## config.mk

```make
export PLATFORM = sky130hd
export DESIGN_NAME = nibbler_sequencer
export DESIGN_NICKNAME = d
export VERILOG_FILES = /design/src/rtl/nibbler_sequencer.sv
export SDC_FILE = /design/constraint.sdc
export NUM_CORES = 1
export LEC_CHECK = 0
export CELL_PAD_IN_SITES_DETAIL_PLACEMENT = 1
export CELL_PAD_IN_SITES_GLOBAL_PLACEMENT = 1
export CORE_MARGIN = 8
export CORE_UTILIZATION = 30
export CTS_CLUSTER_SIZE = 40
export DETAILED_ROUTE_END_ITERATION = 12
export PLACE_DENSITY_LB_ADDON = 0.25
export SLEW_MARGIN = 20
export SYNTH_ARGS = -nofsm -noshare
export SYNTH_HDL_FRONTEND = slang
export SYNTH_SLANG_ARGS = --single-unit
```

## constraint.sdc

```tcl
create_clock -name clock -period 3.7 [get_ports clock]
set_input_delay 0.925 -clock clock [delete_from_list [all_inputs] [get_ports clock]]
set_output_delay 0.925 -clock clock [all_outputs]
set_load 0.01 [all_outputs]
```

## src/rtl/nibbler_sequencer.sv

```systemverilog
// nibbler_sequencer: multi-cycle FETCH/EXEC control sequencer for the Nibbler
// 4-bit CPU. Latches the opcode and holds the carry/zero flags. Decodes the
// 13-bit control word. Adds memory wait states with a timeout that leaves a
// sticky bus error, halt/resume, and a retired-instruction counter.
module nibbler_sequencer #(
  parameter int WAIT_MAX = 15,
  parameter int CNT_W    = 16
) (
  input  logic             clock,
  input  logic             reset,
  input  logic [3:0]       instr,
  input  logic             alu_c,
  input  logic             alu_z,
  input  logic             mem_ready,
  input  logic             halt_req,
  output logic [12:0]      control,
  output logic             phase,
  output logic             halted,
  output logic             bus_error,
  output logic             flag_c,
  output logic             flag_z,
  output logic [CNT_W-1:0] instr_count
);

  typedef enum logic [1:0] {
    ST_FETCH = 2'd0,
    ST_EXEC  = 2'd1,
    ST_HALT  = 2'd2
  } state_t;

  localparam logic [12:0] CW_FETCH  = 13'h1008;
  localparam logic [12:0] CW_JUMP   = 13'h0808;
  localparam logic [12:0] CW_IDLE   = 13'h0000;
  // incPC, loadPC, loadA, loadFlags and loadOut must not fire while stalled.
  localparam logic [12:0] COMMIT_MASK = 13'h1E01;
  localparam logic [7:0]  WAIT_LAST   = 8'(WAIT_MAX - 1);

  state_t      state;
  logic [3:0]  ir;
  logic [7:0]  wait_cnt;
  logic [12:0] decoded;
  logic        stall;
  logic        timeout;

  // Opcode decode; jump conditions read the flag register before any update.
  always_comb begin
    // NOTE: a default on every path keeps this block from inferring a latch.
    decoded = CW_FETCH;
    case (ir)
      4'h0: decoded = flag_c ? CW_JUMP : CW_FETCH;
      4'h1: decoded = flag_c ? CW_FETCH : CW_JUMP;
      4'h2: decoded = 13'h0242;
      4'h3: decoded = 13'h1260;
      4'h4: decoded = 13'h0682;
      4'h5: decoded = 13'h0684;
      4'h6: decoded = 13'h16A0;
      4'h7: decoded = 13'h1038;
      4'h8: decoded = flag_z ? CW_JUMP : CW_FETCH;
      4'h9: decoded = flag_z ? CW_FETCH : CW_JUMP;
      4'hA: decoded = 13'h06C2;
      4'hB: decoded = 13'h16E0;
      4'hC: decoded = CW_JUMP;
      4'hD: decoded = 13'h0009;
      4'hE: decoded = 13'h0702;
      4'hF: decoded = 13'h1720;
      default: decoded = CW_FETCH;
    endcase
  end

  // Memory opcodes are exactly those with csRAM set; they stall until ready.
  assign stall   = (state == ST_EXEC) && decoded[5] && !mem_ready;
  assign timeout = stall && (wait_cnt == WAIT_LAST);

  // Control word per state; mem_ready reaches control combinationally.
  always_comb begin
    control = CW_FETCH;
    case (state)
      ST_FETCH: control = CW_FETCH;
      ST_EXEC:  control = stall ? (decoded & ~COMMIT_MASK) : decoded;
      ST_HALT:  control = CW_IDLE;
      default:  control = CW_FETCH;
    endcase
  end

  assign phase  = (state == ST_EXEC);
  assign halted = (state == ST_HALT);

  // Sequencer state, instruction latch, flags, wait counter, error, retire count.
  always_ff @(posedge clock or posedge reset) begin
    if (reset) begin
      state       <= ST_FETCH;
      ir          <= 4'h0;
      flag_c      <= 1'b0;
      flag_z      <= 1'b0;
      wait_cnt    <= 8'd0;
      bus_error   <= 1'b0;
      instr_count <= '0;
    end else begin
      // NOTE: non-blocking assignments so every register sees pre-edge values.
      case (state)
        ST_FETCH: begin
          ir    <= instr;
          state <= ST_EXEC;
        end
        ST_EXEC: begin
          if (timeout) begin
            bus_error <= 1'b1;
            wait_cnt  <= 8'd0;
            state     <= ST_HALT;
          end else if (stall) begin
            wait_cnt <= wait_cnt + 8'd1;
          end else begin
            if (decoded[9]) begin
              flag_c <= alu_c;
              flag_z <= alu_z;
            end
            instr_count <= instr_count + CNT_W'(1);
            wait_cnt    <= 8'd0;
            state       <= halt_req ? ST_HALT : ST_FETCH;
          end
        end
        ST_HALT: begin
          if (!bus_error && !halt_req) state <= ST_FETCH;
        end
        default: state <= ST_FETCH;
      endcase
    end
  end

endmodule

```

After elaboration in Yosys (flattened, before gate mapping)

Index checks and enable logic that the tools add are counted.

Add/subtract/negate cells: 2
Multipliers: 0
Divide/modulo/power cells: 0
Magnitude comparators: 0
Equal/unequal tests: 20
Shifts and indexed selects: 0
Multiplexer cells: 14
Bitwise logic cells: 2
Reduce and logical (&&, ||, !) cells: 13

Operators with widths:

| operator              | count |
|---|---|
| $pmux 13 s16          | 1 |
| $mux 13               | 5 |
| $eq 4x4->1 const B    | 8 |
| $pmux 13 s2           | 1 |
| $add 16x1->16 const B | 1 |
| $eq 4x3->1 const B    | 4 |
| $mux 8                | 2 |
| $add 8x1->8 const B   | 1 |
| $eq 4x2->1 const B    | 2 |
| $eq 8x4->1 const B    | 1 |
| $mux 2                | 4 |
| $pmux 2 s3            | 1 |
| $eq 4x1->1 const B    | 1 |
| $logic_and 1x1->1     | 4 |
| $logic_not 4->1       | 1 |
| $reduce_and 2->1      | 2 |
| $reduce_and 4->1      | 1 |
| $logic_not 1->1       | 3 |
| $ne 3x2->1 const B    | 1 |
| $reduce_and 3->1      | 1 |
| $eq 2x1->1 const B    | 1 |
| $eq 2x2->1 const B    | 1 |
| $logic_not 2->1       | 1 |
| $ne 2x1->1 const B    | 1 |
| $not 1->1             | 2 |

Bits in registers: 33
Latch bits: 0
Bits in writable memories: 0
Bits in read-only memories: 0
Input bits: 10
Output and inout port bits: 34
Word-level logic and storage cells: 58
Memories: 0

Depth between registers and ports, before layout

Depth after elaboration: 7
Mapped depth: 8

Worst setup path before layout

No wires, ideal clock.

Path type: input port to output port
Start point: in mem_ready
End point: out control[9]
Arrival time: 1462 ps
Required time: 2775 ps
Path slack: 1313 ps
Stages: 3
Path through: nand2b_1 and3_1 o21ba_2

Word-level cells in the longest chain between the ends: 4

Ends and longest elaborated chain:

| what              | line | RTL |
|---|---|---|
| start, declared   | 14   | `input logic mem_ready,` |
| $logic_not 1->1   | 71   | `assign stall = (state == ST_EXEC) && decoded[5] && !mem_ready;` |
| $logic_and 1x1->1 | 71   |  |
| $mux 13           | 79   | `ST_EXEC: control = stall ? (decoded & ~COMMIT_MASK) : decoded;` |
| $pmux 13 s2       | 77   | `case (state)` |
| end, declared     | 16   | `output logic [12:0] control,` |

Every way passes these cells.

Worst setup path in the final report

Ends and elaborated chain as after synthesis.

==> flow_summary_export.csv <==
group,metric,value,unit
logic_synthesis,synth.area.top_cells,"dfrtp_1 (42%), xnor2_1 (8.1%), ha_1 (3.9%)",
logic_synthesis,async_reset_ff_frac,1.000,
sta,final_max_slew_viol_count,0,
route,vias,1529,
sta,finalClockSkew,0.003127,ns
logic_synthesis,ys_types,46,
power_and_ir_drop,seqPwrFrac,0.311,
finish,layoutNonFillerInstCount,309,
route,wl_met2,2194,um
route,drt-initial-drc-count,63,
setup_path,path_max_fanout,6,
power_and_ir_drop,ir_drop,0.0003759,V
logic_synthesis,syn_nets,204,
sta,rsz0062_at_grt,"false",
sta,setup_violations,0,
logic_synthesis,synth_area_leader_cell,"dfrtp_1",
global_route,grt_max_degree,34,
power_and_ir_drop,clkPwrFrac,0.183,
finish,area_growth,30.97,%
power_and_ir_drop,leakagePower,1.029,nW
clock_network,insertion_delay,0.28,ns
logic_synthesis,synth_ff_type,"dfrtp_1",
placement,place_hpwl,3504,um
route,met1Wirelength,2387,um
clock_network,clockBufferDepth,2,
placement,placed_area,2429,um^2
die,core,6314,um^2
sta,finalSetupTns,0,ns
logic_synthesis,ys_seq_area_frac,0.4250,
logic_synthesis,yosys_register_bits,33,
setup_path,critPathLaunchType,"input port",
finish,diodes,0,
setup_path,worstPathRequired,2.77,ns
sta,min_period,3.497,ns
route,dr.max_layer_used,"met4",
route,ant_nets,0,
die,die_h,96.48,um
sta,post-route-period-util,0.9452,
power_and_ir_drop,cellPowerDensity,746.4,nW/um^2
finish,fin_nets,247,
global_route,grt_pass1_vias,1660,
sta,relSlewSlack,0.6482,
finish,postLayoutCellArea,2545,um^2
die,rows,29,
finish,layout-drive-gt1-share,0.1078,
global_route,grt_antenna_before_repair,0,
clock_network,cts_tree,"done",
clock_network,clockRootBuffer,"clkbuf_8",
clock_network,clkTransAtPathRegs,0.06,ns
placement,gp_congestion,0.7390,
logic_synthesis,synth.avg_cell_area,10.34,um^2
global_route,grt_first_pass_wirelength,8259,um
outcome,status,"complete, no violations",
route,routedWlPerCell,15.71,um
min_path,holdCritPathClass,"reg2reg",
route,met3WireLength,231,um
setup_path,worstPathArrival,2.57,ns
sta,tightest_slew,0.5277,ns
placement,dp.cells,301,
die,start_util,0.3078,
global_route,grt-ovfl-total,0,
route,dr.pass1.iters,4,
setup_path,worstSetupPathType,"in2out",
logic_synthesis,yosys_warnings,0,
clock_network,post_cts_resized,0,
power_and_ir_drop,switching_share,0.3997,
setup_path,end_kind,"output pin",
sta,fmax,285.9,MHz
route,remaining_drc_errors,0,
logic_synthesis,synth_top_area_frac,0.4250,
sta,holdWs,0.4734,ns
die,die_x,96.48,um
placement,io_buffers,43,
clock_network,clock-sinks,33,
logic_synthesis,synth-edff-count,0,
power_and_ir_drop,design_power_total,1.900,mW
clock_network,ctsHoldBuffers,0,
power_and_ir_drop,combPwrFrac,0.506,
logic_synthesis,syn-cell-area,1943,um^2
clock_network,numCtsBuffers,5,
route,drt_wl_total,4853,um
power_and_ir_drop,p_int,1.140,mW
job,drv_cap,0,
logic_synthesis,netlist_instances,188,
die,io_pins,44,
clock_network,cts-htree-levels,2,
global_route,grtUsageTotal,0.1119,
route,viasPerCell,4.948,
power_and_ir_drop,p_sw,759.3,uW
die,dieArea,9308,um^2
clock_network,cts_setup_buffers,0,
sta,hold_violations,0,
cells by family (layout without fill, tap and decap cells):
group           count (synthesis)  after routing  share of synthesized area
simple gates                   71             71                     0.2176
flops                          33             33                     0.4250
compound gates                 31             31                     0.1288
xor+xnor                       19             19                    0.08564
buf+inv                        18             62                    0.04829
mux                            10             10                    0.05602
fa+ha+maj                       6              6                    0.03863
worst paths after layout:
check / start / end / slack, ns / cells past startpoint
hold reg to reg: instr_count[15] / instr_count[15] / 0.47 / 1
setup reg to reg: state[1] / state[1] / 1.66 / 7
min in group asynchronous: reset / instr_count[14] / 1.03 / 3
hold / removal: instr_count[15] / instr_count[15] / 0.47 / 1
max in group asynchronous: reset / instr_count[4] / 2.36 / 3
setup / recovery: mem_ready / control[9] / 0.20 / 5
cells in the mapped netlist (all sizes together) (2+ instances only):
master   number
dfrtp        33
xnor2        18
nand2        14
nand3         9
nand4         9
a21oi         8
buf           8
inv           8
mux2          7
nor2          7
ha            6
nor3          6
o21ai         6
and3          5
nand2b        5
and4          4
o2bb2ai       4
and2          3
mux2i         3
a211oi        2
a21o          2
clkbuf        2
nor2b         2
o31ai         2
o32a          2
worst max-delay path, cell delays in order:
cell,delay (ns)
clkdlybuf4s50_1,0.54
nand2b_1,0.22
and3_1,0.21
o21ba_2,0.21
clkdlybuf4s50_1,0.47
metal layers:
metal | vias to the layer above | GRT usage
met1 | 734 | 0.1478
li1 | 757 | -
met5 | - | 0
met2 | 34 | 0.1787
met3 | 4 | 0.02396
met4 | 0 | 0.03405
sequential cells by signal (all words and copies together), names as in the netlist:
name         cells
instr_count     16
flag_z           1
flag_c           1
wait_cnt         8
bus_error        1
ir               4
state            2
placed cells by master, fill, tap and decap left out, drive strengths merged, types with 2 or more instances in the layout:
cell | Yosys | layout
a211oi | 2 | 2
o31ai | 2 | 2
xnor2 | 18 | 18
nand2 | 14 | 14
clkdlybuf4s50 | 0 | 43
o21ai | 6 | 6
ha | 6 | 6
a21oi | 8 | 8
and3 | 5 | 5
dfrtp | 33 | 33
buf | 8 | 3
nand2b | 5 | 5
nor2b | 2 | 2
o32a | 2 | 2
nand4 | 9 | 9
nand3 | 9 | 9
and4 | 4 | 4
clkbuf | 2 | 7
inv | 8 | 8
a21o | 2 | 2
o2bb2ai | 4 | 4
nor2 | 7 | 7
and2 | 3 | 3
nor3 | 6 | 6
mux2 | 7 | 7
mux2i | 3 | 3
power groups by stage:
stage          Clock [mW]  Sequential, mW  Combinational [mW]
2_1_floorplan           0           0.542               0.682
3_5_place_dp            0           0.600               0.972
5_1_grt             0.375           0.613                1.05
3_3_place_gp            0           0.596               0.964
6_report            0.348           0.592               0.960
4_1_cts             0.363           0.595               0.976
through the flow:
step	setup slack, ns	utilization
floorplan	1.313	-
global placement	0.2227	0.3847
detailed placement	0.2003	0.3847
CTS	0.1927	0.4031
global route	0.08797	0.4031
finish	0.2027	0.4031
area by class of cell:
type,instances,area [um^2]
well taps,77,96.34
fillers,721,3769
inverters,8,30.03
clock buffers,7,86.33
repair buffers,46,452.9
clock inverters,1,30.03
flip-flops and latches,33,825.8
multi-input cells,137,1023
Note: power is estimated with default switching activity, not from simulation.
